[config.mk]
export PLATFORM = sky130hd
export DESIGN_NAME = fp_post_norm
export DESIGN_NICKNAME = d
export VERILOG_FILES = /design/src/rtl/fp_post_norm.sv
export SDC_FILE = /design/constraint.sdc
export NUM_CORES = 1
export LEC_CHECK = 0
export ABC_AREA = 1
export BUFFER_PORTS_ARGS = -buffer_cell sky130_fd_sc_hd__buf_4
export CAP_MARGIN = 20
export CORE_AREA = 2 2 113 115
export CTS_CLUSTER_SIZE = 24
export DETAILED_ROUTE_END_ITERATION = 10
export DIE_AREA = 0 0 115 117
export PLACE_DENSITY = 0.87
export RECOVER_POWER = 100
export SLEW_MARGIN = 20
export SYNTH_ARGS = -nofsm -noshare
export SYNTH_HDL_FRONTEND = slang
export SYNTH_SLANG_ARGS = --single-unit
[constraint.sdc]
create_clock -name I_Clk -period 2.9 [get_ports I_Clk]
set_input_delay 0.29 -clock I_Clk [delete_from_list [all_inputs] [get_ports I_Clk]]
set_output_delay 0.29 -clock I_Clk [all_outputs]
set_load 0.01 [all_outputs]
[src/rtl/fp_post_norm.sv]
// fp_post_norm: post-normalisation and packing stage at the output of the FPU adder.
// It takes the registered raw two's-complement sum and turns it into an IEEE-754 word.
//
// Stage 1 forms the magnitude and counts its leading zeros.
// Stage 2 normalises, rounds to nearest-even, resolves overflow/underflow and packs the word.
//
// Optional build macro FP_POST_NORM_FLAGS_EN adds the O_Norm_Flags output.
// Its bit layout is {overflow, underflow, inexact, zero}.
module fp_post_norm #(
  parameter int PRECISION = 32
) (
  input  logic                                      I_Clk,
  input  logic                                      I_nReset,
  input  logic                                      I_Add_Valid,
  input  logic                                      I_Add_Sign,
  input  logic [((PRECISION == 64) ? 11 : 8)-1:0]   I_Add_Exp,
  input  logic [((PRECISION == 64) ? 52 : 23)+1:0]  I_Add_Mant,
  output logic                                      O_Norm_Valid,
  output logic [((PRECISION == 64) ? 64 : 32)-1:0]  O_Norm_Result
`ifdef FP_POST_NORM_FLAGS_EN
  ,
  output logic [3:0]                                O_Norm_Flags
`endif
);

  localparam int RW             = (PRECISION == 64) ? 64 : 32;
  localparam int EXPONENT_WIDTH = (PRECISION == 64) ? 11 : 8;
  localparam int MANTISSA_WIDTH = (PRECISION == 64) ? 52 : 23;
  localparam int EW             = EXPONENT_WIDTH;
  localparam int MW             = MANTISSA_WIDTH;
  localparam int LZW            = $clog2(MW + 2);
  localparam int XW             = EW + 2;

  localparam logic signed [XW-1:0] EXP_ZERO = '0;
  localparam logic signed [XW-1:0] EXP_ONE  = XW'(1);
  localparam logic signed [XW-1:0] EXP_MAX  = {2'b00, {EW{1'b1}}};

  // Stage 1 registers
  logic           valid1_q, valid1_d;
  logic [MW+1:0]  mag_q, mag_d;
  logic [EW-1:0]  exp_q, exp_d;
  logic           sign_q, sign_d;
  logic [LZW-1:0] lz_q, lz_d;

  // Stage 2 registers
  logic           valid2_q, valid2_d;
  logic [RW-1:0]  result_q, result_d;
`ifdef FP_POST_NORM_FLAGS_EN
  logic [3:0]     flags_q, flags_d;
`endif

  // Stage 1 working values
  logic [MW+1:0]  mag_new;
  logic [LZW-1:0] lz_new;

  // Stage 2 working values
  logic [MW-1:0]         kept_frac;
  logic                  guard;
  logic                  round_up;
  logic [MW:0]           frac_sum;
  logic [MW-1:0]         frac_final;
  logic signed [XW-1:0]  exp_base;
  logic signed [XW-1:0]  lz_ext;
  logic signed [XW-1:0]  exp_norm;
  logic signed [XW-1:0]  exp_final;
  logic                  mag_zero;
  logic                  underflow;
  logic                  overflow;
  logic [RW-1:0]         res_new;

  // Stage 1: magnitude of the sum and the leading-zero count below the carry position.
  // Negating only the low bits is enough, since the magnitude always fits there.
  always_comb begin
    mag_new = I_Add_Sign ? (~I_Add_Mant + (MW+2)'(1)) : I_Add_Mant;
    lz_new  = LZW'(MW + 1);
    for (int i = 0; i <= MW; i++) begin
      if (mag_new[i]) begin
        lz_new = LZW'(MW - i);
      end
    end
    valid1_d = I_Add_Valid;
    mag_d    = I_Add_Valid ? mag_new    : mag_q;
    exp_d    = I_Add_Valid ? I_Add_Exp  : exp_q;
    sign_d   = I_Add_Valid ? I_Add_Sign : sign_q;
    lz_d     = I_Add_Valid ? lz_new     : lz_q;
  end

  // Stage 2: normalise, round to nearest-even, then resolve zero/underflow/overflow into a packed word.
  always_comb begin
    exp_base = {2'b00, exp_q};
    lz_ext   = XW'(lz_q);
    if (mag_q[MW+1]) begin
      kept_frac = mag_q[MW:1];
      guard     = mag_q[0];
      exp_norm  = exp_base + EXP_ONE;
    end else begin
      kept_frac = MW'(mag_q[MW:0] << lz_q);
      guard     = 1'b0;
      exp_norm  = exp_base - lz_ext;
    end
    round_up   = guard & kept_frac[0];
    frac_sum   = {1'b0, kept_frac} + {{MW{1'b0}}, round_up};
    frac_final = frac_sum[MW-1:0];
    exp_final  = frac_sum[MW] ? (exp_norm + EXP_ONE) : exp_norm;

    mag_zero  = (mag_q == '0);
    underflow = !mag_zero && ((exp_final <= EXP_ZERO) || (exp_q == '0));
    overflow  = !mag_zero && !underflow && (exp_final >= EXP_MAX);

    if (mag_zero) begin
      res_new = '0;
    end else if (underflow) begin
      res_new = {sign_q, {(RW-1){1'b0}}};
    end else if (overflow) begin
      res_new = {sign_q, {EW{1'b1}}, {MW{1'b0}}};
    end else begin
      res_new = {sign_q, exp_final[EW-1:0], frac_final};
    end

    valid2_d = valid1_q;
    result_d = valid1_q ? res_new : result_q;
`ifdef FP_POST_NORM_FLAGS_EN
    flags_d  = valid1_q ? {overflow, underflow, (guard | underflow | overflow), mag_zero} : flags_q;
`endif
  end

  // Pipeline registers: valids always advance, data only loads behind a valid, and reset clears everything.
  always_ff @(posedge I_Clk) begin
    if (!I_nReset) begin
      valid1_q <= 1'b0;
      mag_q    <= '0;
      exp_q    <= '0;
      sign_q   <= 1'b0;
      lz_q     <= '0;
      valid2_q <= 1'b0;
      result_q <= '0;
`ifdef FP_POST_NORM_FLAGS_EN
      flags_q  <= '0;
`endif
    end else begin
      valid1_q <= valid1_d;
      mag_q    <= mag_d;
      exp_q    <= exp_d;
      sign_q   <= sign_d;
      lz_q     <= lz_d;
      valid2_q <= valid2_d;
      result_q <= result_d;
`ifdef FP_POST_NORM_FLAGS_EN
      flags_q  <= flags_d;
`endif
    end
  end

  assign O_Norm_Valid  = valid2_q;
  assign O_Norm_Result = result_q;
`ifdef FP_POST_NORM_FLAGS_EN
  assign O_Norm_Flags  = flags_q;
`endif

endmodule

# Word level (Yosys, flattened, before mapping)
# Index checks and enable logic that the tools add are counted.
# word_totals
regBits,73
out_inout_bits,33
memories,0
latchBits,0
rom_bits,0
inputBits,37
mem_bits_rw,0
# classes
mux,32
reduce_logical,8
eq_ne,0
addsub,5
shifts,1
magnitude_cmp,2
bitwise_logic,2
mul,0
n_div,0
# op_table
op,count
$mux W5,23
$mux W31,2
$mux W32,1
$add A25 B1 Y25 const B,1
$logic_not A25 Y1,1
$mux W25,1
$not A25 Y25,1
$add A23 B1 Y24,1
$shl A24 B5 Y23,1
$mux W23,1
$mux W10,2
$add A10 B2 Y10 const B,1
$ge A10 B9 Y1 const B,1
$le A10 B1 Y1 const B,1
$add A8 B1 Y9 const B,1
$sub A8 B5 Y9,1
$logic_not A8 Y1,1
$mux W4,1
$logic_and A1 B1 Y1,3
$logic_not A1 Y1,2
$and A1 B1 Y1,1
$logic_or A1 B1 Y1,1
$mux W1,1

# Logic depth before layout (Yosys ltp)
# Gate-level depths: netlist of run 1.
# logic_depth
depth_word,27
ltp_mapped,28

# Worst setup path after synthesis of run 1
# No wires, ideal clock.
# synth_path
kind,register -> register
from,reg lz_q[1]
to,reg result_q[7] (netlist: O_Norm_Result[7])
synth_period_minus_slack_ns,3.069
slack_ns,-0.169
setup_time_ns,0.142
t_arrival_ns,2.927
stages_incl_launch_ff,26
path_cell_list,dfxtp_1 > buf_2 > inv_2 > buf_2 > fa_1 > inv_1 > o21ai_0 > ha_1 > inv_1 > nor2_1 > nand2_1 > nor2_1 > nand2_1 > xor2_1 > nand4_1 > nand2_1 > inv_1 > nand2_1 > nor2_1 > nand2_1 > nand2_1 > nand2_1 > buf_6 > buf_8 > nand3_2 > a21oi_2
# synth_between
elab_chain_cells,14
# synth_lines
element,line_no,text
"start, declared",43,"logic [LZW-1:0] lz_q, lz_d;"
"start signal, assigned",145,lz_q <= lz_d;
$shl A24 B5 Y23,97,kept_frac = MW'(mag_q[MW:0] << lz_q);
$mux W23,92,if (mag_q[MW+1]) begin
$and A1 B1 Y1,101,round_up = guard & kept_frac[0];
$add A23 B1 Y24,102,"frac_sum = {1'b0, kept_frac} + {{MW{1'b0}}, round_up};"
$mux W10,104,exp_final = frac_sum[MW] ? (exp_norm + EXP_ONE) : exp_norm;
$le A10 B1 Y1,107,underflow = !mag_zero && ((exp_final <= EXP_ZERO) || (exp_q == '0));
$logic_or A1 B1 Y1,107,
$logic_and A1 B1 Y1,107,
$logic_not A1 Y1,108,overflow = !mag_zero && !underflow && (exp_final >= EXP_MAX);
$logic_and A1 B1 Y1 (2 in a row),108,
$mux W31,114,end else if (overflow) begin
$mux W31 (*),112,end else if (underflow) begin
$mux W32 (*),110,if (mag_zero) begin
"end signal, assigned",147,result_q <= result_d;
"end, declared",47,"logic [RW-1:0] result_q, result_d;"
# Mark *: on every way between the ends. The rest lies on a longest branch, timed or not.
# A chain may end at the register's enable or synchronous reset.

# Worst setup path after layout of run 1
# layout_path
from,reg lz_q[3]
to,reg result_q[19] (netlist: O_Norm_Result[19])
# The elaborated chain is that of the path after synthesis.

==> metrics, run 1 <==
CTS Hold Bufs 0; clock network fraction of total power 30.7%; drt via density between 5 and 6; internal power 2370 uW; layout cells sized above 1 25.1%; Detailed Place HPWL 13800 um; fill count 1005; Reg clk slew, reported paths 60 ps; die extent in x 115 um; Worst path top cell family by delay simple AND/OR/NAND/NOR gates; MaxCap Viol Count 0; Top cell by count, worst path nand2_1; Placed Cells between 1000 and 1500; Combinational Power Share between 30% and 40%; IO Port Bufs 69; sequential-to-total area share from yosys stat 22.1%; first-pass GRT wire length 32400 um; Power Dens Cells 437 nW/um^2; RR Startpoint lz_q[3]$_SDFFE_PN0P_; chip height approximately 120 um; post-synth cell types 50; die area about 13000 sq um; Overflow after GRT 0; GPL Wtd Cong 0.943; Crit path largest cell delay 320 ps; Clock Path Buffers 2; CTS tree done; H-tree depth 3; Worst-Skew Late Latency around 350 ps; Layout area overhead 31.3%; num rows 41; n_diodes 0; Top Ports 70; Root Driver clkbuf_16; hold path start I_Add_Exp[7]; Final Hold Viols 0; drc violations 0; critical path class reg2reg; Final Skew around 11 ps; synthesized area 6600 sq um; core area approximately 12000 sq um; Flop pwr share 30.1%; FF+latch count, synth between 70 and 80; Total GRT Usage 29.3%; Post-Syn Instances 1122; fin crit share 110%; sw frac 37.4%; CTS buffer count 9; initial antenna violation count 0; status finished with violations; largest net degree at the start of global routing 47; async set-or-reset flop fraction in the synthesized netlist 0%; Critical path buffers and inverters 4; unrepaired setup endpoints after global routing true; vias a little over 8000; Post-synth EDFFs 0; Worst Setup End Kind flip-flop; crit-path max FO 7; Rel. slew slack 20.4%; Setup TNS -7010 ps; violated checks setup timing; post-synth net total 1171; Worst Hold Class in2reg; cell chain of the critical path buf_4 -> nor2_2 -> nand2_1 -> inv_2 -> nand3_1 -> nand2_2 -> nand2_1 -> nor2_2 -> nand2_2 -> nor2_4 -> nand2_4 -> nor2_8 -> buf_4 -> nand3_1 -> nand2_1 -> nand2_1 -> nand2_1 -> nor2_1 -> nand2_1 -> nand2_2 -> nand2_4 -> clkbuf_16 -> nand3_1 -> a21oi_1; Warnings, synthesis 0; CP max-delay cell dfxtp_1; fin worst setup slack -300 ps; Antenna Nets Post-Route 0; # setup viols final 31; vias in the first global route slightly above 7000; Period minus WS final roughly 3200 ps; Crit. Startpoint lz_q[3]$_SDFFE_PN0P_; clock sink count 73; Worst EP required 3170 ps; Final Max Tran Viols 0; Finished Core Util 70.4%; P_sw approximately 1400 uW; Detailed Route Iter0 Violations 877; Post-Route WL 21500 um; leakage about 0.004 uW; fin nets 1326; initial core utilization 53.6%; Final Non-Filler Cells 1432; worst vdd ir 0.290 mV; Avg Cell Area, Syn 5.88 sq um; DRT Pass-1 Iters 8; dominant synthesized flop cell dfxtp_1; startpoint class of the critical path flip-flop; CP arrival 3470 ps; measured slew at the worst slew-check pin roughly 1200 ps; Max Fclk about 310 MHz; wire per inst 15.0 um
[stage by stage]
step	total power, uW	hold WS, ps	cell area [sq um]	setup slack [ps]
final	3780	164	8670	-300
after global routing	3970	180	8670	-440
after CTS	3580	177	8290	-111
after detailed placement	2420	456	7860	-170
after global placement	2390	445	7860	-75.6
after floorplan	1960	425	6620	-0.000444
[worst register-to-register path, stage by stage (launching register included)]
cell and delay, ps:
dfxtp_1 320, buf_4 150, nor2_2 130, nand2_1 170, inv_2 190, nand3_1 130
nand2_2 100, nand2_1 80, nor2_2 90, nand2_2 110, nor2_4 150, nand2_4 110
nor2_8 190, buf_4 150, nand3_1 60, nand2_1 60, nand2_1 50, nand2_1 70
nor2_1 40, nand2_1 70, nand2_2 60, nand2_4 160, clkbuf_16 200, nand3_1 110
a21oi_1 160
[flip-flops by register name (all words and copies together), names as in the netlist]
register       cells
O_Norm_Result     32
mag_q             25
exp_q              8
lz_q               5
O_Norm_Valid       1
sign_q             1
valid1_q           1
[cells in the mapped netlist, types with 12 or more instances]
cell,instances,area (sq um)
nand4_1,17,106
xor2_1,22,193
a21oi_2,12,105
nand2_2,13,81.3
dfxtp_1,73,1460
a21oi_1,69,345
buf_2,13,65.1
nand2_1,350,1310
nand3_2,13,130
clkbuf_1,23,86.3
inv_2,13,48.8
inv_1,113,424
nor3_1,13,65.1
o21ai_0,46,230
nand3_1,137,686
nor2_1,88,330
[cells by family (layout without fill, tap and decap cells)]
| group | count (synthesis) | after routing | share of synthesized area [%] |
|---|---|---|---|
| fa+ha+maj | 12 | 12 | 2.39 |
| simple gates | 663 | 664 | 45.3 |
| flops | 73 | 73 | 22.1 |
| buf+inv | 179 | 338 | 11.6 |
| xor+xnor | 27 | 27 | 3.58 |
| compound gates | 168 | 168 | 15.0 |
[path summary, 6_finish.rpt]
check                                        end  slack [ps]  cells after the start
hold reg to reg   O_Norm_Result[31]$_SDFFE_PN0P_         460                      2
setup reg to reg  O_Norm_Result[19]$_SDFFE_PN0P_        -300                     24
hold / removal             exp_q[7]$_SDFFE_PN0P_         160                      3
setup / recovery  O_Norm_Result[19]$_SDFFE_PN0P_        -300                     24
[cell type report]
class                      instances  area [sq um]  share of cell area, %
clock inverter                     6          67.6                  0.780
inverter                         129           489                   5.64
timing repair buffer             193          1490                   17.2
sequential                        73          1470                   16.9
multi-input combinational        871          4720                   54.5
tap                              150           188                   2.17
clock buffer                      10           239                   2.76
[repair_timing]
action                                 4_1_cts  5_1_grt
setup endpoints to repair                   31       31
pin swaps                                    4       34
buffers inserted                             7       11
gates resized for setup                     13       77
gates cloned                                 1        6
endpoints found under the hold margin        0        0
[per-layer routing]
metal	share of wire (%)	wire, um	GRT usage, %	vias up
li1	-	-	-	3977
met1	40	8690	36.7	3589
met2	48	10400	50.8	450
met3	7.4	1590	4.38	93
met4	4.2	900	11.5	0
met5	0	0	0	-
[power by group through the flow]
stage / Sequential, uW / Combinational (uW) / Clock (uW)
after floorplan: 1150 / 804 / 0
after global placement: 1150 / 1240 / 0
after detailed placement: 1150 / 1260 / 0
after CTS: 1130 / 1300 / 1150
after global routing: 1140 / 1630 / 1200
final: 1140 / 1480 / 1160
[cells in the final DEF (no fill, tap or decap), types with 3 or more instances in the layout]
cell,count
nor2_2,11
a21oi_2,26
nand3_2,18
o31ai_1,3
o211ai_1,8
clkinv_1,3
ha_1,9
nand2_2,27
nand3_4,10
clkbuf_1,36
inv_2,18
a21oi_1,55
buf_12,6
nor3_1,12
nor2_4,8
buf_4,140
nand2_1,335
xnor2_1,5
dfxtp_1,70
clkbuf_16,13
o21ai_0,44
nand3_1,122
o21ai_2,6
nand3b_1,3
nand2_4,3
inv_1,106
nand4_1,17
a31oi_1,3
a211oi_1,3
nor2_1,79
nor4_1,7
o21a_1,3
xor2_1,22
o21ai_1,7
(Power assumes the default switching activity.)
==> run 2, diff against run 1 <==
- CORE_AREA: 2 2 113 115 -> 2 2 119 109
- DIE_AREA: 0 0 115 117 -> 0 0 121 111
==> metrics, run 2 (synthesized netlist as in run 1, its figures left out) <==
status finished with violations; violated checks setup timing; Clock Path Buffers 2 (unchanged); fin crit share 109% (-1.1 points); Period minus WS final 3170 ps (-31.9 ps); unrepaired setup endpoints after global routing true; DRT Pass-1 Iters 6 (-2); reg2reg path depth 23 (-4.2%); n_diodes 0 (unchanged); first-pass GRT wire length 34200 um (+5.6%); CTS buffer count 9 (unchanged); Largest register FFs 32 (unchanged); post-route cell area 8460 sq um (-2.4%); Worst-Skew Late Latency 340 ps (about the same); Worst Hold Class in2reg; Worst Setup End Kind flip-flop; Final Max Tran Viols 0 (unchanged); MaxCap Viol Count 0 (unchanged); Post-DP Area 7920 sq um (+0.76%); clock network fraction of total power 32.9% (+2.2 points); worst hold stages 3 (unchanged); Post-Route WL 20600 um (-4.3%); leakage 0.00407 uW (-0.75%); P_sw 1330 uW (-5.8%); # setup viols final 31 (unchanged); met3 WL 1440 um (-9.3%); chip height 111 um (-5.1%); Reg area 1470 sq um (unchanged); M1 WL 8410 um (-3.3%); initial antenna violation count 0 (unchanged); GPL Wtd Cong 0.973 (+3.2%); num rows 39 (-4.9%); Detailed Place HPWL 14300 um (+3.5%); die extent in x 121 um (+5.2%); commonest non-fill, non-tap cell in the layout nand2_1; Power Dens Cells 446 nW/um^2 (+2.2%); wire per inst 14.3 um (-4.9%); startpoint class of the critical path flip-flop; layout cells sized above 1 22.4% (-2.7 points); die area 13400 sq um (-0.18%); critical path class reg2reg; multi-input logic area 4530 sq um (-4.2%); worst hold margin 181 ps (+17.8 ps); Max Fclk 316 MHz (+1.0%); fill count 1033 (+2.8%); Worst EP required 3170 ps (about the same); H-tree depth 3 (unchanged); core area 12300 sq um (+0.27%); IO Port Bufs 69 (unchanged); most frequent cells in the layout nand2_1, buf_4, nand3_1; Rel. slew slack 16.7% (-3.6 points); largest net degree at the start of global routing 33 (-30%); drt via density 5.62 (-0.83%); sw frac 35.3% (-2.1 points); Layout area overhead 28.2%; crit-path max FO 13 (+6); Combinational Power Share 36.9% (-2.3 points); Reg clk slew, reported paths 60 ps (about the same); CTS tree done; pre-CTS setup slack -182 ps (-11.8 ps); total power 3770 uW (-0.30%); top routing layer in use met4; Detailed Route Iter0 Violations 833 (-5.0%); Final Skew 6.08 ps (-4.82 ps); fin nets 1322 (-0.30%); Root Driver clkbuf_16; CP arrival 3440 ps (-30 ps); drc violations 0 (unchanged); fin worst setup slack -268 ps (+31.9 ps); internal power 2440 uW (+3.0%); worst vdd ir 0.248 mV (-15%); routed wl met2 9840 um (-4.9%); Top Ports 70 (unchanged); Antenna Nets Post-Route 0 (unchanged); measured slew at the worst slew-check pin 1250 ps (+54.4 ps); Total GRT Usage 30.9% (+1.7 points); vias 8098 (-0.14%); clock sink count 73 (unchanged); initial core utilization 53.5% (-0.15 points); Final Hold Viols 0 (unchanged); Overflow after GRT 0 (unchanged); CTS Hold Bufs 0 (unchanged); vias in the first global route 7667 (+6.0%); Flop pwr share 30.2% (about the same)
[run 2: cell types whose count changed in the layout (fill, tap and decap cells not counted), moves of 2 or more]
cell / previous run / this run
nand3_1: 122 / 132
a21oi_2: 26 / 15
nor2_1: 79 / 81
clkinv_4: 2 / 0
a21oi_1: 55 / 66
nand2_2: 27 / 22
nand2_1: 335 / 340
clkbuf_16: 13 / 10
nand3_4: 10 / 1
[run 2: metal layers]
layer,global-route usage (%),vias up
li1,-,3951
met1,37.0,3667
met2,52.5,400
met3,5.66,80
met4,15.9,0
met5,0,-
[run 2: worst paths after layout]
check	to	start	slack [ps]
hold reg to reg	O_Norm_Result[31]$_SDFFE_PN0P_	sign_q$_SDFFE_PN0P_	460
hold / removal	exp_q[7]$_SDFFE_PN0P_	I_Add_Exp[7]	180
setup reg to reg	O_Norm_Result[24]$_SDFFE_PN0P_	lz_q[0]$_SDFFE_PN0P_	-270
setup / recovery	O_Norm_Result[24]$_SDFFE_PN0P_	lz_q[0]$_SDFFE_PN0P_	-270
[run 2: what timing repair did]
action | in CTS | in global routing
pin swaps | 12 | 8
gates resized for setup | 19 | 27
gates cloned | 3 | 1
setup endpoints to repair | 31 | 31
endpoints found under the hold margin | 0 | 0
setup buffers | 7 | 6
[run 2: final cells by class]
type,count,area share (%)
Sequential cell,73,17.4
Timing Repair Buffer,189,17.0
Clock inverter,4,0.888
Clock buffer,12,3.03
Inverter,129,5.76
Tap cell,164,2.43
Multi-Input combinational cell,871,53.5
[run 2: through the flow]
stage / TNS, ps / util (%) / instances
5_1_grt: -17290 / 68.5 / 1442
6_report: -7180 / 68.5 / 1442
3_3_place_gp: -41.7 / 64.1 / 1409
4_1_cts: -4620 / 68.4 / 1435
3_5_place_dp: -3430 / 64.1 / 1409
2_1_floorplan: 0 / - / 1122
[run 2: worst max-delay path, cell delays in order, from the launching register on]
cell     delay (ps)
dfxtp_4         370
inv_2            90
buf_12          140
nand2_1          70
nand3_1         120
nand2_1         110
nor2_2          120
a21oi_1         110
a21oi_2         230
nand2_1         130
nor2_4          110
nand2_4         100
nor2_8          140
nand2_1         100
nand2_1         100
nand2_1          80
nand2_1          70
nor2_1           60
nand3_1         130
nand2_2         100
buf_4           180
nor2_4          180
nand2_1         100
a21oi_2         140
[run 2: power by group through the flow]
stage | Combinational [uW] | Sequential, uW | Clock (uW)
6_report | 1390 | 1140 | 1240
4_1_cts | 1330 | 1140 | 1240
5_1_grt | 1540 | 1140 | 1290
2_1_floorplan | 804 | 1150 | 0
3_5_place_dp | 1270 | 1160 | 0
3_3_place_gp | 1240 | 1160 | 0
==> run 3, diff against run 2 <==
- SKIP_CTS_REPAIR_TIMING: unset -> 1
==> metrics, run 3 (synthesized netlist as in run 1, its figures left out) <==
crit-path max FO 7 (-6); Detailed Place HPWL 14300 um (unchanged); Power Dens Cells 449 nW/um^2 (+0.56%); largest net degree at the start of global routing 33 (unchanged); die extent in x 121 um (unchanged); vias in the first global route 7523 (-1.9%); Period minus WS final 3300 ps (+133 ps); die area 13400 sq um (unchanged); Rel. slew slack 15.5% (-1.2 points); Antenna Nets Post-Route 0 (unchanged); cell chain of the critical path ha_4 -> inv_2 -> fa_2 -> inv_2 -> o21ai_2 -> ha_2 -> inv_2 -> nor2_2 -> nand2_2 -> nor2_2 -> nand2_1 -> xor2_1 -> nand4_1 -> nand2_2 -> inv_2 -> nand2_2 -> nor2_2 -> nand2_1 -> nand2_2 -> nand2_4 -> clkbuf_16 -> nand2_1 -> nand2_1 -> a21oi_1; Reg clk slew, reported paths 60 ps (about the same); measured slew at the worst slew-check pin 1270 ps (+18.1 ps); drt via density 5.69 (+1.3%); Worst Setup End Kind flip-flop; DRT Pass-1 Iters 7 (+1); drc violations 0 (unchanged); violated checks setup timing; critical path class reg2reg; Final Max Tran Viols 0 (unchanged); num rows 39 (unchanged); Setup TNS -9140 ps (-1970 ps); Worst-Skew Late Latency 340 ps (about the same); Worst EP required 3150 ps (-20 ps); commonest non-fill, non-tap cell in the layout nand2_1; GPL Wtd Cong 0.973 (unchanged); hold path start I_Add_Exp[7]; Detailed Route Iter0 Violations 961 (+15%); worst vdd ir 0.248 mV (about the same); # setup viols final 31 (unchanged); layout cells sized above 1 23.1% (+0.69 points); vias 8213 (+1.4%); CP arrival 3560 ps (+120 ps); Layout area overhead 29.5%; Critical path buffers and inverters 5 (+2); fill count 1016 (-1.6%); fin crit share 114% (+4.6 points); leakage 0.00410 uW (+0.73%); Max Fclk 303 MHz (-4.0%); worst hold margin 180 ps (-1.68 ps); chip height 111 um (unchanged); Final Hold Viols 0 (unchanged); core area 12300 sq um (unchanged); wire per inst 14.6 um (+2.2%); Root Driver clkbuf_16; H-tree depth 3 (unchanged); Crit. Startpoint lz_q[0]$_SDFFE_PN0P_; startpoint class of the critical path flip-flop; Largest register FFs 32 (unchanged); Overflow after GRT 0 (unchanged); unrepaired setup endpoints after global routing true; Top Ports 70 (unchanged); initial antenna violation count 0 (unchanged); initial core utilization 53.5% (unchanged); IO Port Bufs 69 (unchanged); n_diodes 0 (unchanged); Post-Route WL 21100 um (+2.2%); total power 3830 uW (+1.6%); most frequent cells in the layout nand2_1, buf_4, nand3_1; CTS buffer count 9 (unchanged); status finished with violations; Final Skew 6.62 ps (+0.538 ps); Crit path largest cell delay 530 ps (+160 ps); Total GRT Usage 29.9% (-1.1 points); clock sink count 73 (unchanged); fin nets 1323 (+0.076%); first-pass GRT wire length 33200 um (-2.9%); fin worst setup slack -402 ps (-133 ps); RR Startpoint lz_q[0]$_SDFFE_PN0P_; Clock Path Buffers 2 (unchanged); CTS tree done; Worst Hold Class in2reg; CP max-delay cell fa_2; Worst path top cell family by delay simple AND/OR/NAND/NOR gates; MaxCap Viol Count 0 (unchanged)
## run 3: changes by cell type in the layout (fill, tap and decap cells not counted), sizes merged
cell,change
bufbuf,-1
nor2,-1
buf,+1
clkbuf,+2
## run 3: metrics by stage
stage | util [%] | cell area [sq um] | setup slack (ps) | cells
2_1_floorplan | - | 6620 | -0.000444 | 1122
6_report | 69.2 | 8540 | -402 | 1443
3_3_place_gp | 64.1 | 7920 | -18.6 | 1409
4_1_cts | 66.8 | 8250 | -306 | 1425
5_1_grt | 69.2 | 8540 | -576 | 1443
3_5_place_dp | 64.1 | 7920 | -182 | 1409
## run 3: final timing paths
kind | end | slack [ps] | cells after the start
hold / removal | exp_q[7]$_SDFFE_PN0P_ | 180 | 3
setup / recovery | O_Norm_Result[26]$_SDFFE_PN0P_ | -400 | 24
setup reg to reg | O_Norm_Result[26]$_SDFFE_PN0P_ | -400 | 24
hold reg to reg | O_Norm_Result[31]$_SDFFE_PN0P_ | 460 | 2
## run 3: worst reg2reg max path, cell delays in order (launching register included)
cell and delay (ps):
dfxtp_4 390, ha_4 140, inv_2 30, fa_2 530, inv_2 30, o21ai_2 130
ha_2 210, inv_2 50, nor2_2 130, nand2_2 70, nor2_2 80, nand2_1 60
xor2_1 160, nand4_1 110, nand2_2 110, inv_2 70, nand2_2 40, nor2_2 90
nand2_1 80, nand2_2 100, nand2_4 110, clkbuf_16 200, nand2_1 60, nand2_1 50
a21oi_1 190
## run 3: routing by layer
metal,GRT usage [%],vias to the layer above,routed length [um]
li1,-,3959,-
met1,36.2,3723,8510
met2,50.9,438,10100
met3,4.89,93,1610
met4,14.5,0,905
met5,0,-,0
## run 3: power breakdown
group / internal [uW] / switching (uW)
Combinational: 595 / 854
Clock: 801 / 444
Sequential: 1070 / 68.6
Total: 2470 / 1370
## run 3: layout make-up
| class | instances | area (sq um) | share of cell area (%) |
|---|---|---|---|
| well taps | 164 | 205 | 2.40 |
| multi-input cells | 870 | 4570 | 53.5 |
| clock buffers | 12 | 256 | 3.00 |
| clock inverters | 4 | 75.1 | 0.879 |
| inverters | 129 | 497 | 5.81 |
| repair buffers | 191 | 1470 | 17.2 |
| flip-flops and latches | 73 | 1470 | 17.2 |
